### config.mk
export PLATFORM = sky130hd
export DESIGN_NAME = pdm_serializer
export DESIGN_NICKNAME = d
export VERILOG_FILES = /design/src/rtl/pdm_serializer_pkg.sv /design/src/rtl/pdm_clk_gen.sv /design/src/rtl/pdm_serializer.sv
export SDC_FILE = /design/constraint.sdc
export NUM_CORES = 1
export LEC_CHECK = 0
export BUFFER_PORTS_ARGS = -buffer_cell sky130_fd_sc_hd__buf_2
export CAP_MARGIN = 0
export CORE_ASPECT_RATIO = 1.25
export CORE_MARGIN = 2
export CORE_UTILIZATION = 38
export DETAILED_ROUTE_END_ITERATION = 10
export PLACE_DENSITY = 0.53
export SLEW_MARGIN = 40
export SYNTH_ARGS = -nofsm -noshare
export SYNTH_HDL_FRONTEND = slang
export SYNTH_SLANG_ARGS = --single-unit
### constraint.sdc
create_clock -name clk -period 4.5 [get_ports clk]
set_input_delay 0.9 -clock clk [delete_from_list [all_inputs] [get_ports clk]]
set_output_delay 0.9 -clock clk [all_outputs]
set_load 0.05 [all_outputs]
### src/rtl/pdm_serializer_pkg.sv
// Shared constants and state encoding for the PDM serializer.
// Word width must match the microphone-side deserializer.
package pdm_serializer_pkg;

    localparam int PDM_WIDTH       = 32;
    localparam int PDM_DIV_DEFAULT = 4;

    typedef enum logic {
        ST_IDLE = 1'b0,
        ST_RUN  = 1'b1
    } state_t;

    // First idle bit after reset or after an underrun; yields 0101... (zero PCM level).
    localparam logic IDLE_BIT_RESET = 1'b0;

    function automatic int cnt_width(input int n);
        return (n <= 2) ? 1 : $clog2(n);
    endfunction

endpackage

### src/rtl/pdm_clk_gen.sv
// PDM bit clock generator: divides clk by DIV into a 50% duty pdm_clk
// and flags the edge on which pdm_clk falls (the bit tick).
module pdm_clk_gen
    import pdm_serializer_pkg::*;
#(
    parameter int DIV = PDM_DIV_DEFAULT
) (
    input  logic clk,
    input  logic rst_n,
    input  logic en,
    output logic pdm_clk,
    output logic tick
);

    localparam int            CW       = cnt_width(DIV);
    localparam logic [CW-1:0] CNT_MID  = CW'(DIV / 2 - 1);
    localparam logic [CW-1:0] CNT_LAST = CW'(DIV - 1);

    logic [CW-1:0] cnt;

    // Tick is decoded from the registered count so that the consumer registers
    // pdm_out on the same edge that drops pdm_clk.
    assign tick = en && (cnt == CNT_LAST);

    always_ff @(posedge clk) begin
        if (!rst_n || !en) begin
            cnt     <= '0;
            pdm_clk <= 1'b0;
        end else begin
            cnt <= (cnt == CNT_LAST) ? '0 : cnt + 1'b1;
            if (cnt == CNT_MID) begin
                pdm_clk <= 1'b1;
            end else if (cnt == CNT_LAST) begin
                pdm_clk <= 1'b0;
            end
        end
    end

endmodule

### src/rtl/pdm_serializer.sv
// Parallel-to-serial PDM transmitter with a one-word holding register.
//   state   | meaning
//   ST_IDLE | no word shifting; emits the 0101... idle pattern each tick
//   ST_RUN  | shifting a word MSB first; reloads from hold at word boundary
module pdm_serializer
    import pdm_serializer_pkg::*;
#(
    parameter int DIV   = PDM_DIV_DEFAULT,
    parameter int WIDTH = PDM_WIDTH
) (
    input  logic             clk,
    input  logic             rst_n,
    input  logic             en,
    input  logic [WIDTH-1:0] in_data,
    input  logic             in_valid,
    output logic             in_ready,
    output logic             pdm_clk,
    output logic             pdm_out,
    output logic             bit_tick,
    output logic             word_done,
    output logic             underrun,
    output logic             busy
);

    localparam int            BW       = $clog2(WIDTH + 1);
    localparam logic [BW-1:0] LAST_BIT = BW'(WIDTH);

    state_t           state;
    logic [WIDTH-1:0] shreg;
    logic [WIDTH-1:0] hold_data;
    logic             hold_full;
    logic [BW-1:0]    bit_cnt;
    logic             idle_bit;
    logic             tick;

    pdm_clk_gen #(
        .DIV (DIV)
    ) u_clk_gen (
        .clk     (clk),
        .rst_n   (rst_n),
        .en      (en),
        .pdm_clk (pdm_clk),
        .tick    (tick)
    );

    assign in_ready = !hold_full;
    assign busy     = (state == ST_RUN);

    always_ff @(posedge clk) begin
        bit_tick  <= 1'b0;
        word_done <= 1'b0;
        underrun  <= 1'b0;
        if (!rst_n) begin
            state     <= ST_IDLE;
            shreg     <= '0;
            hold_data <= '0;
            hold_full <= 1'b0;
            bit_cnt   <= '0;
            idle_bit  <= IDLE_BIT_RESET;
            pdm_out   <= 1'b0;
        end else begin
            // Holding register keeps accepting even while the transmitter is disabled.
            if (in_valid && !hold_full) begin
                hold_data <= in_data;
                hold_full <= 1'b1;
            end

            if (!en) begin
                state   <= ST_IDLE;
                shreg   <= '0;
                bit_cnt <= '0;
                pdm_out <= 1'b0;
            end else if (tick) begin
                bit_tick <= 1'b1;
                if (state == ST_RUN && bit_cnt != LAST_BIT) begin
                    pdm_out <= shreg[WIDTH-1];
                    shreg   <= shreg << 1;
                    bit_cnt <= bit_cnt + 1'b1;
                end else begin
                    if (state == ST_RUN) begin
                        word_done <= 1'b1;
                    end
                    if (hold_full) begin
                        // Shifter stores the remaining bits pre-aligned to the MSB.
                        pdm_out   <= hold_data[WIDTH-1];
                        shreg     <= {hold_data[WIDTH-2:0], 1'b0};
                        bit_cnt   <= BW'(1);
                        hold_full <= 1'b0;
                        state     <= ST_RUN;
                    end else if (state == ST_RUN) begin
                        underrun <= 1'b1;
                        state    <= ST_IDLE;
                        pdm_out  <= IDLE_BIT_RESET;
                        idle_bit <= ~IDLE_BIT_RESET;
                    end else begin
                        pdm_out  <= idle_bit;
                        idle_bit <= ~idle_bit;
                    end
                end
            end
        end
    end

endmodule
==> impl_results.md, run 1 <==
- Number of core rows: 37
- Grt met2 use: between 20% and 30%
- Die Width: between 80 and 90 um
- Category of the most critical setup path: flop to primary output
- Maximum capacitance violations: 0
- Synthesized cell area: ~3100 um^2
- Post-detailed-routing wire length: between 6000 and 7000 um
- Maximum fanout along the worst path: 10
- Vias/cell: between 5 and 6
- Routed len/inst: 12.9 um
- Via count of the first global-routing pass: approximately 2600
- Fraction of the yosys area taken by sequential cells: around 50%
- Total gr overflow: 0
- DRT antenna net count: 0
- Placed Instance Area: about 3300 um^2
- HPWL after DPL: just under 4000 um
- Max Root-Sink Buffers: 2
- Final worst path period need: ~2.2 ns
- Starting density of the core: around two fifths
- Synthesis warning total: 0
- Final core area utilization: 43.5%
- Area growth syn-to-layout: 12.8%
- Clock Skews: 0.00287 ns
- Ratio of total power to cell area: between 300 and 400 nW/um^2
- Data arrival time of the worst path: around 1.3 ns
- Met1 Usage GRT: between 10% and 20%
- Overall die area: 8970 um^2
- Number of storage elements in the synthesis netlist: 79
- Post-placement cell count: roughly 480
- Final setup vio count: 0
- Non-filler instance count after layout: roughly 490
- Number of H-tree levels: 3
- Max-Slew Margin vs Limit: 61.0%
- Startpoint Class: flop
- Total negative setup slack: 0 ns
- Synthesized area per cell: around 8.6 um^2
- Layout Nets: between 400 and 500
- Global route hottest layer: met2
- Distinct cells, synth: 34
- Initial DRT Pass Iterations: 4
- Die outline height: ~110 um
- Actual transition at the worst max-transition pin: between 0.5 and 0.6 ns
- Number of nets in the synthesized netlist: between 400 and 500
- Post-CTS setup repair buffer count: 0
- Worst IR Drop VDD: ~0.18 mV
- Final hold vios: 0
- Number of hold-repair buffers added at the cts stage: 0
- Total I/O pin count: 43
- Root buffer selected by CTS: sky130_fd_sc_hd__clkbuf_8
- Maximum clock frequency: roughly 460 MHz
- Final worst-path cycle share: 48.5%
- GRT Resource Usage Total: 15.5%
- Maximum number of pins on one net before global-route repair: 39
- Count of port buffers added during placement: between 40 and 50
- Clock slew at reported path FFs: 0.07 ns
- Antenna violations before repair: 0
- Post-route cell area: 3530 um^2
- Detailed Route Iter0 Violations: 107
- RSZ-0062 raised after global routing: false
- Max-slew violation count: 0
- Number of filler instances in the final layout: approximately 840
- Global routing usage on met3: 2.82%
- Status: finished, final reports clean
- Clock insertion delay at the later pin of the skew report: ~0.34 ns
- Required time at the worst-slack endpoint: roughly 3.6 ns
- Detailed-route DRC error count: 0
- Cells after synthesis: 363
- Clock buffer count from CTS: 9
- Num Clock Sinks: 79
- Ant. Diodes: 0
- Standard cell core area: about 8100 um^2
- Routed vias: roughly 2600
- CTS tree: built
- Min-Delay Path Class: flop to flop
- Fraction of final layout cells with drive strength greater than 1: between 15 and 20%
- Leakage Power: 0.00143 uW
- Count of instances resized after the clock tree is built: 0
- Nature of the critical path endpoint: primary output
- First-pass GRT wire length: around 11000 um
- Weighted congestion at the end of routability-driven global placement: around 0.71
## area by class of cell
| type | count | area (um^2) | area share, % |
|---|---|---|---|
| clock buffer | 15 | 176 | 5.00 |
| multi-input combinational | 249 | 1370 | 38.8 |
| tap | 97 | 121 | 3.44 |
| sequential | 79 | 1580 | 44.9 |
| timing repair buffer | 48 | 255 | 7.24 |
| inverter | 6 | 22.5 | 0.639 |
## path summary, 6_finish.rpt
path,startpoint,end,slack (ns),depth (start not counted)
min reg2reg,hold_data[17]$_SDFFE_PN0P_,hold_data[17]$_SDFFE_PN0P_,0.47,2
min,hold_data[17]$_SDFFE_PN0P_,hold_data[17]$_SDFFE_PN0P_,0.47,2
max reg2reg,u_clk_gen.cnt[0]$_SDFF_PP0_,pdm_out$_SDFFE_PN0P_,2.65,6
max,hold_full$_SDFF_PN0_,in_ready,2.32,2
## worst max-delay path, cell delays in order (launching register included)
cell and delay [ns]:
sky130_fd_sc_hd__dfxtp_1 0.53, sky130_fd_sc_hd__inv_1 0.17, sky130_fd_sc_hd__buf_2 0.24
## report_power, final
group	internal, uW	switching [uW]
clock network	244	230
logic	29.9	42.9
registers	717	11.3
## logic make-up after synthesis
kind of cell	after synthesis	synth area share (%)
simple gates	132	17.9
compound gates	110	23.2
flops	79	50.6
buf+inv	35	5.88
fa+ha+maj	4	1.60
xor+xnor	3	0.841
## stage by stage
step,total power [uW],hold slack (ns),setup slack (ns)
floorplan,790,0.438,2.67
global placement,819,0.456,2.13
detailed placement,820,0.460,2.08
CTS,1300,0.470,2.32
global route,1340,0.490,2.22
finish,1280,0.466,2.32
## Yosys cell counts
cell                        instances  area [um^2]
sky130_fd_sc_hd__and2_1             3         18.8
sky130_fd_sc_hd__nand4_1            4         25.0
sky130_fd_sc_hd__nor2_1            34          128
sky130_fd_sc_hd__o2111ai_1          1         8.76
sky130_fd_sc_hd__a31o_1             1         8.76
sky130_fd_sc_hd__o21ai_0            2         10.0
sky130_fd_sc_hd__clkbuf_1          12         45.0
sky130_fd_sc_hd__xnor2_1            3         26.3
sky130_fd_sc_hd__o32ai_1            1         8.76
sky130_fd_sc_hd__o32a_1             1         10.0
sky130_fd_sc_hd__a31oi_1            1         6.26
sky130_fd_sc_hd__ha_1               4         50.1
sky130_fd_sc_hd__and3_1             5         31.3
sky130_fd_sc_hd__a41oi_2            1         16.3
sky130_fd_sc_hd__nand4bb_1          1         11.3
sky130_fd_sc_hd__o211a_1            3         30.0
sky130_fd_sc_hd__inv_1              6         22.5
sky130_fd_sc_hd__o211ai_2           1         12.5
sky130_fd_sc_hd__nand2_1           74          278
sky130_fd_sc_hd__o211ai_1           1         7.51
sky130_fd_sc_hd__a21oi_1           33          165
sky130_fd_sc_hd__a211oi_1           1         7.51
sky130_fd_sc_hd__nand4b_1           1         8.76
sky130_fd_sc_hd__nor3_1             4         20.0
sky130_fd_sc_hd__dfxtp_1           79         1580
sky130_fd_sc_hd__buf_2             12         60.1
sky130_fd_sc_hd__a21boi_0          32          240
sky130_fd_sc_hd__nand3_1            1         5.00
sky130_fd_sc_hd__nand2_2            1         6.26
sky130_fd_sc_hd__or2_0              1         6.26
sky130_fd_sc_hd__nor3b_1            1         7.51
sky130_fd_sc_hd__nor2b_1            2         12.5
sky130_fd_sc_hd__buf_6              5         56.3
sky130_fd_sc_hd__o22ai_1           31          194
## sequential cells by signal, indices dropped and copies added (netlist names)
| name | flops |
|---|---|
| busy | 1 |
| bit_cnt | 6 |
| underrun | 1 |
| word_done | 1 |
| pdm_out | 1 |
| u_clk_gen.pdm_clk | 1 |
| hold_full | 1 |
| u_clk_gen.cnt | 2 |
| idle_bit | 1 |
| bit_tick | 1 |
| shreg | 31 |
| hold_data | 32 |
## cell usage in the layout (no fill, tap or decap), drive strengths merged, types with 5 or more instances in the layout
master   n
nor2    34
and3     5
inv      6
dfxtp   79
a21boi  32
clkbuf  15
buf     48
a21oi   33
o22ai   31
nand2   75
## layer usage
| metal | vias to the layer above | wire length, um |
|---|---|---|
| met3 | 11 | 220 |
| met1 | 1185 | 3080 |
| met5 | - | 0 |
| met2 | 53 | 2980 |
| met4 | 0 | 116 |
| li1 | 1312 | - |
Note: power is estimated with default switching activity, not from simulation.
==> run 2: changes to the inputs <==
--- a/config.mk
+++ b/config.mk
@@ -5,13 +5,14 @@
 export SDC_FILE = /design/constraint.sdc
 export NUM_CORES = 1
 export LEC_CHECK = 0
+export ABC_AREA = 1
 export BUFFER_PORTS_ARGS = -buffer_cell sky130_fd_sc_hd__buf_2
 export CAP_MARGIN = 0
 export CORE_ASPECT_RATIO = 1.25
 export CORE_MARGIN = 2
 export CORE_UTILIZATION = 38
 export DETAILED_ROUTE_END_ITERATION = 10
-export PLACE_DENSITY = 0.53
+export PLACE_DENSITY = 0.55
 export SLEW_MARGIN = 40
 export SYNTH_ARGS = -nofsm -noshare
 export SYNTH_HDL_FRONTEND = slang
==> constraint.sdc (replaced) <==
create_clock -name clk -period 1.9 [get_ports clk]
set_input_delay 0.38 -clock clk [delete_from_list [all_inputs] [get_ports clk]]
set_output_delay 0.38 -clock clk [all_outputs]
set_load 0.05 [all_outputs]
==> impl_results.md, run 2 <==
- Clock insertion delay at the later pin of the skew report: 0.36 ns (+0.02 ns)
- Number of hold-repair buffers added at the cts stage: 0 (unchanged)
- Die outline height: 108 um (+2.6%)
- Number of flip-flops in the largest register: 32 (unchanged)
- Number of storage elements in the synthesis netlist: 79 (unchanged)
- Leakage Power: 0.00179 uW (+25%)
- Fraction of final layout cells with drive strength greater than 1: 16.7% (+0.33 points)
- Overall die area: 9440 um^2 (+5.3%)
- Area fraction of the dominant cell type after synthesis: 48.0% (-2.6 points)
- Non-filler instance count after layout: 609 (+23%)
- Detailed Route Iter0 Violations: 135 (+26%)
- RSZ-0062 raised after global routing: false
- Total gr overflow: 0 (unchanged)
- Status: finished, final reports clean
- Routed vias: 2883 (+13%)
- Max-Slew Margin vs Limit: 72.9% (+12 points)
- Routed len/inst: 12.0 um (-7.6%)
- Leading post-synthesis cells by cell area: sky130_fd_sc_hd__dfxtp_1, sky130_fd_sc_hd__nor2_1, sky130_fd_sc_hd__nand2_1
- Num Clock Sinks: 79 (unchanged)
- Ant. Diodes: 0 (unchanged)
- Most frequent cell on the critical path: sky130_fd_sc_hd__nand2_1
- Maximum number of pins on one net before global-route repair: 33 (-15%)
- Top-count cell post-synth: sky130_fd_sc_hd__nor2_1
- Die Width: 87.3 um (+2.6%)
- Total I/O pin count: 43 (unchanged)
- Startpoint Class: flop
- Max-slew violation count: 0 (unchanged)
- EDFF count, synth: 0 (unchanged)
- Fraction of the yosys area taken by sequential cells: 48.0% (-2.6 points)
- CTS tree: built
- Post-detailed-routing wire length: 7280 um (+14%)
- Number of H-tree levels: 3 (unchanged)
- Most numerous cell types in the synthesized netlist: sky130_fd_sc_hd__nor2_1, sky130_fd_sc_hd__nand2_1, sky130_fd_sc_hd__dfxtp_1
- Vias/cell: 4.73 (-8.7%)
- Min-Delay Path Class: primary input to flop
- CP delay by family, top: simple AND/OR/NAND/NOR gates
- Count of instances resized after the clock tree is built: 0 (unchanged)
- Clock slew at reported path FFs: 0.08 ns (about the same)
- Total negative setup slack: 0 ns (unchanged)
- Cells after synthesis: 464 (+28%)
- First-pass GRT wire length: 12300 um (+9.3%)
- Synthesized area per cell: 7.11 um^2 (-17%)
- Data arrival time of the worst path: 1.99 ns (+0.71 ns)
- Maximum clock frequency: between 500 and 600 MHz
- Number of core rows: 38 (+2.7%)
- Post-CTS setup repair buffer count: 0 (unchanged)
- DRT antenna net count: 0 (unchanged)
- Nature of the critical path endpoint: flop
- Critical path buffers and inverters: 3 (+1)
- Distinct cells, synth: 27 (-21%)
- Detailed-route DRC error count: 0 (unchanged)
- Required time at the worst-slack endpoint: 2.20 ns (-1.40 ns)
- Antenna violations before repair: 0 (unchanged)
- Starting density of the core: 38.5% (-0.056 points)
- Final worst path period need: around 1.7 ns
- Leading cell type in the layout, fill and taps excluded: sky130_fd_sc_hd__nor2_1
- Final worst-path cycle share: approximately nine tenths
- Final setup vio count: 0 (unchanged)
- Clock Skews: 0.00795 ns (+0.00508 ns)
- Critical path's largest stage delay: 0.33 ns (-0.20 ns)
- Standard cell core area: 8560 um^2 (+5.6%)
- FFs w/ async S/R, synth: 0% (unchanged)
- Weighted congestion at the end of routability-driven global placement: 0.731 (+3.6%)
- HPWL after DPL: 4970 um (+26%)
- Initial DRT Pass Iterations: 4 (unchanged)
- Sequence of cells on the critical path: inv_1, ha_1, nand2_1, inv_1, nand3_4, nand2_4, buf_4, nand2_1, nand2_1, nand2_1, a21oi_2
- Clock buffer count from CTS: 9 (unchanged)
- Slowest library cell on the worst path: sky130_fd_sc_hd__dfxtp_1
- Top library cells by usage in the layout, fill and taps aside: sky130_fd_sc_hd__nor2_1, sky130_fd_sc_hd__nand2_1, sky130_fd_sc_hd__dfxtp_1
- Maximum capacitance violations: 0 (unchanged)
- Category of the most critical setup path: flop to flop
- GRT Resource Usage Total: 16.8% (+1.3 points)
- Synthesized cell area: 3300 um^2 (+5.5%)
- Maximum fanout along the worst path: 22 (+12)
- Area growth syn-to-layout: 14.2%
- Ratio of total power to cell area: 826 nW/um^2 (+130%)
- Leading area contributor after synthesis: sky130_fd_sc_hd__dfxtp_1
- Largest registers: hold_data x32, shreg x31, bit_cnt x6
- Post-placement cell count: 593 (+24%)
- Final hold vios: 0 (unchanged)
- Number of nets in the synthesized netlist: 504 (+25%)
- Root buffer selected by CTS: sky130_fd_sc_hd__clkbuf_8
- Count of port buffers added during placement: 42 (unchanged)
- Layout Nets: 544 (+26%)
- Main flop type after synthesis: sky130_fd_sc_hd__dfxtp_1
- Synthesis warning total: 0 (unchanged)
- Max Root-Sink Buffers: 2 (unchanged)
- Via count of the first global-routing pass: 2630 (+3.1%)
- Worst IR Drop VDD: 0.348 mV (+96%)
- Register ranked first by flip-flop count: hold_data
- Actual transition at the worst max-transition pin: 0.406 ns (-0.179 ns)
run 2: cell types whose count changed in the layout (fill, tap and decap cells not counted), moves of 4 or more:
cell	delta
sky130_fd_sc_hd__o21ai_1	+15
sky130_fd_sc_hd__nand3_1	+11
sky130_fd_sc_hd__nor2_1	+101
sky130_fd_sc_hd__and3_1	-4
sky130_fd_sc_hd__o21ai_0	+46
sky130_fd_sc_hd__a21oi_1	-26
sky130_fd_sc_hd__clkinv_2	+5
sky130_fd_sc_hd__buf_4	+7
sky130_fd_sc_hd__inv_1	+6
sky130_fd_sc_hd__a21boi_0	-31
sky130_fd_sc_hd__o22ai_1	-31
sky130_fd_sc_hd__nand2_1	+30
run 2: final timing paths:
kind | startpoint | end | slack, ns | cells past startpoint
worst max-delay path | bit_cnt[0]$_SDFFE_PN0P_ | shreg[30]$_SDFFE_PN0P_ | 0.21 | 11
worst min register to register | idle_bit$_SDFFE_PN0P_ | idle_bit$_SDFFE_PN0P_ | 0.46 | 2
worst min-delay path | in_data[13] | hold_data[13]$_SDFFE_PN0P_ | 0.26 | 3
worst max register to register | bit_cnt[0]$_SDFFE_PN0P_ | shreg[30]$_SDFFE_PN0P_ | 0.21 | 11
run 2: final cells by class:
cell class / count / area (um^2)
timing repair buffer: 56 / 328
tap: 100 / 125
sequential: 79 / 1580
clock buffer: 12 / 155
multi-input combinational: 343 / 1500
fill: 910 / 4790
inverter: 15 / 57.6
clock inverter: 4 / 20.0
run 2: layer usage:
metal | wire (um) | track usage, %
met3 | 220 | 4.96
met4 | 107 | 5.93
met5 | 0 | 0
met1 | 3400 | 20.7
met2 | 3550 | 27.7
run 2: where the power goes:
| part | switching, uW | internal (uW) | total [uW] | leakage, uW |
|---|---|---|---|---|
| clock network | 586 | 537 | 1120 | 0.0000959 |
| registers | 30.0 | 1710 | 1740 | 0.000644 |
| logic | 144 | 102 | 246 | 0.00105 |
| total | 760 | 2350 | 3110 | 0.00179 |
run 2: metrics by stage:
| stage | hold WS (ns) | utilization (%) | setup slack (ns) | power, uW | cell area, um^2 |
|---|---|---|---|---|---|
| floorplan | 0.432 | - | 0.377 | 1950 | 3300 |
| global placement | 0.450 | 42.0 | 0.225 | 2030 | 3590 |
| detailed placement | 0.455 | 42.0 | 0.220 | 2030 | 3590 |
| CTS | 0.249 | 44.0 | 0.194 | 3160 | 3770 |
| global route | 0.256 | 44.0 | 0.0260 | 3280 | 3770 |
| finish | 0.264 | 44.0 | 0.209 | 3110 | 3770 |
run 2: cell families after synthesis:
group / after synthesis / synth area share [%]
AOI/OAI and AO/OA: 75 / 12.0
adders and majority gates: 4 / 1.52
DFF: 79 / 48.0
buffers and inverters: 42 / 6.57
and+or+nand+nor: 264 / 32.0
run 2: worst register-to-register path: cells and delay by family, from the launching register on:
family	cells	cell delay, ns
AOI/OAI and AO/OA	1	0.10
DFF	1	0.33
buffers and inverters	3	0.48
adders and majority gates	1	0.15
and+or+nand+nor	6	0.58
==> run 3: changes to the inputs <==
--- a/config.mk
+++ b/config.mk
@@ -11,8 +11,10 @@
 export CORE_ASPECT_RATIO = 1.25
 export CORE_MARGIN = 2
 export CORE_UTILIZATION = 38
+export CTS_BUF_LIST = sky130_fd_sc_hd__clkbuf_4 sky130_fd_sc_hd__clkbuf_8
 export DETAILED_ROUTE_END_ITERATION = 10
 export PLACE_DENSITY = 0.55
+export RECOVER_POWER = 50
 export SLEW_MARGIN = 40
 export SYNTH_ARGS = -nofsm -noshare
 export SYNTH_HDL_FRONTEND = slang
==> impl_results.md, run 3 (synthesized netlist as in run 2, its figures left out) <==
- Status: finished, final reports clean
- Total design power: 3130 uW (+0.45%)
- Largest registers: hold_data x32, shreg x31, bit_cnt x6
- First-pass GRT wire length: 12200 um (-0.45%)
- Die Width: 87.3 um (unchanged)
- Required time at the worst-slack endpoint: 2.20 ns (about the same)
- Total I/O pin count: 43 (unchanged)
- Nature of the critical path endpoint: flop
- Clock Skews: 0.00832 ns (+0.000373 ns)
- Final setup margin: 0.210 ns (+0.000402 ns)
- Hold Path Origin: in_data[13]
- Data arrival time of the worst path: 1.99 ns (about the same)
- Post-detailed-routing wire length: 7270 um (-0.21%)
- Num Clock Sinks: 79 (unchanged)
- Fraction of power consumed by the clock network: 36.4% (+0.3 points)
- Final setup vio count: 0 (unchanged)
- CTS tree: built
- CP Launch Point: bit_cnt[0]$_SDFFE_PN0P_
- Number of hold-repair buffers added at the cts stage: 0 (unchanged)
- Number of H-tree levels: 3 (unchanged)
- Worst IR Drop VDD: 0.347 mV (about the same)
- Weighted congestion at the end of routability-driven global placement: 0.731 (unchanged)
- Max-slew violation count: 0 (unchanged)
- Final hold vios: 0 (unchanged)
- Number of filler instances in the final layout: 911 (+0.11%)
- Die outline height: 108 um (unchanged)
- Maximum capacitance violations: 0 (unchanged)
- Final worst-path cycle share: 89.0% (about the same)
- Sw power: 761 uW (+0.13%)
- Pint: 2360 uW (+0.55%)
- Clock slew at reported path FFs: 0.08 ns (about the same)
- Vias/cell: 4.73 (-0.17%)
- Crit Reg-Reg Startpoint: bit_cnt[0]$_SDFFE_PN0P_
- RSZ-0062 raised after global routing: false
- Top library cells by usage in the layout, fill and taps aside: sky130_fd_sc_hd__nor2_1, sky130_fd_sc_hd__nand2_1, sky130_fd_sc_hd__dfxtp_1
- Detailed Route Iter0 Violations: 123 (-8.9%)
- Ratio of total power to cell area: 831 nW/um^2 (+0.58%)
- Antenna violations before repair: 0 (unchanged)
- Final worst path period need: 1.69 ns (-0.000402 ns)
- DRT antenna net count: 0 (unchanged)
- Actual transition at the worst max-transition pin: 0.592 ns (+0.186 ns)
- Register ranked first by flip-flop count: hold_data
- Leakage Power: 0.00177 uW (-1.0%)
- Routed vias: 2878 (-0.17%)
- Number of flip-flops in the largest register: 32 (unchanged)
- Standard cell core area: 8560 um^2 (unchanged)
- Count of instances resized after the clock tree is built: 0 (unchanged)
- GRT Resource Usage Total: 16.7% (-0.079 points)
- Category of the most critical setup path: flop to flop
- Via count of the first global-routing pass: 2616 (-0.53%)
- Post-CTS setup repair buffer count: 0 (unchanged)
- Placement-stage worst setup slack: 0.220 ns (unchanged)
- HPWL after DPL: 4970 um (unchanged)
- Clock buffer count from CTS: 9 (unchanged)
- Max-Slew Margin vs Limit: 60.7% (-12 points)
- Leading cell type in the layout, fill and taps excluded: sky130_fd_sc_hd__nor2_1
- Routed len/inst: 11.9 um (-0.21%)
- Ant. Diodes: 0 (unchanged)
- Net switching share of the total power: 24.4% (-0.077 points)
- Detailed-route DRC error count: 0 (unchanged)
- Maximum fanout along the worst path: 22 (unchanged)
- Max Root-Sink Buffers: 2 (unchanged)
- Layout Nets: 544 (unchanged)
- Hold slack: 0.264 ns (-0.000304 ns)
- Startpoint Class: flop
- Part of the total power dissipated in sequential elements: 55.7% (-0.3 points)
- Total gr overflow: 0 (unchanged)
- Area growth syn-to-layout: 14.1%
- Clock insertion delay at the later pin of the skew report: 0.36 ns (about the same)
- Min-Delay Path Class: primary input to flop
- Count of port buffers added during placement: 42 (unchanged)
- Starting density of the core: 38.5% (unchanged)
- Number of core rows: 38 (unchanged)
- Total negative setup slack: 0 ns (unchanged)
- Initial DRT Pass Iterations: 4 (unchanged)
- Maximum number of pins on one net before global-route repair: 33 (unchanged)
- Overall die area: 9440 um^2 (unchanged)
- Maximum clock frequency: 592 MHz (about the same)
- Root buffer selected by CTS: sky130_fd_sc_hd__clkbuf_8
- Fraction of final layout cells with drive strength greater than 1: 15.7% (-0.98 points)
- Combinational share of power: 7.8% (about the same)
## run 3: final timing paths
path | endpoint | slack [ns] | depth (start not counted)
worst max-delay path | shreg[30]$_SDFFE_PN0P_ | 0.21 | 11
worst min-delay path | hold_data[13]$_SDFFE_PN0P_ | 0.26 | 3
worst max register to register | shreg[30]$_SDFFE_PN0P_ | 0.21 | 11
worst min register to register | idle_bit$_SDFFE_PN0P_ | 0.46 | 2
## run 3: layout make-up
type	count	area, um^2	area share (%)
clock buffer	12	159	4.22
clock inverter	4	20.0	0.532
inverter	15	57.6	1.53
multi-input combinational	343	1500	39.9
sequential	79	1580	42.0
tap	100	125	3.33
timing repair buffer	56	319	8.48
## run 3: critical path: stages, from the launching register on
cell and delay [ns]:
sky130_fd_sc_hd__dfxtp_1 0.33, sky130_fd_sc_hd__inv_1 0.10, sky130_fd_sc_hd__ha_1 0.15, sky130_fd_sc_hd__nand2_1 0.05
sky130_fd_sc_hd__inv_1 0.09, sky130_fd_sc_hd__nand3_4 0.11, sky130_fd_sc_hd__nand2_4 0.17, sky130_fd_sc_hd__buf_4 0.29
sky130_fd_sc_hd__nand2_1 0.12, sky130_fd_sc_hd__nand2_1 0.07, sky130_fd_sc_hd__nand2_1 0.06, sky130_fd_sc_hd__a21oi_2 0.10
## run 3: layer usage
metal	vias to the layer above	part of all wire [%]	global-route usage [%]
met5	-	0	0
met4	0	1.5	5.93
met3	7	2.9	4.96
met2	33	49	27.4
met1	1295	47	20.7
li1	1543	-	-
## run 3: power groups by stage
stage	clock network (uW)	registers (uW)	logic, uW
after CTS	1180	1740	251
after detailed placement	0	1780	251
after global placement	0	1780	248
final	1140	1740	245
after floorplan	0	1780	168
after global routing	1250	1750	290
## run 3: metrics by stage
stage / instance area [um^2] / utilization [%] / instances
final: 3760 / 43.9 / 609
after global routing: 3760 / 43.9 / 609
after CTS: 3770 / 44.0 / 609
after detailed placement: 3590 / 42.0 / 593
after global placement: 3590 / 42.0 / 593
after floorplan: 3300 / - / 464
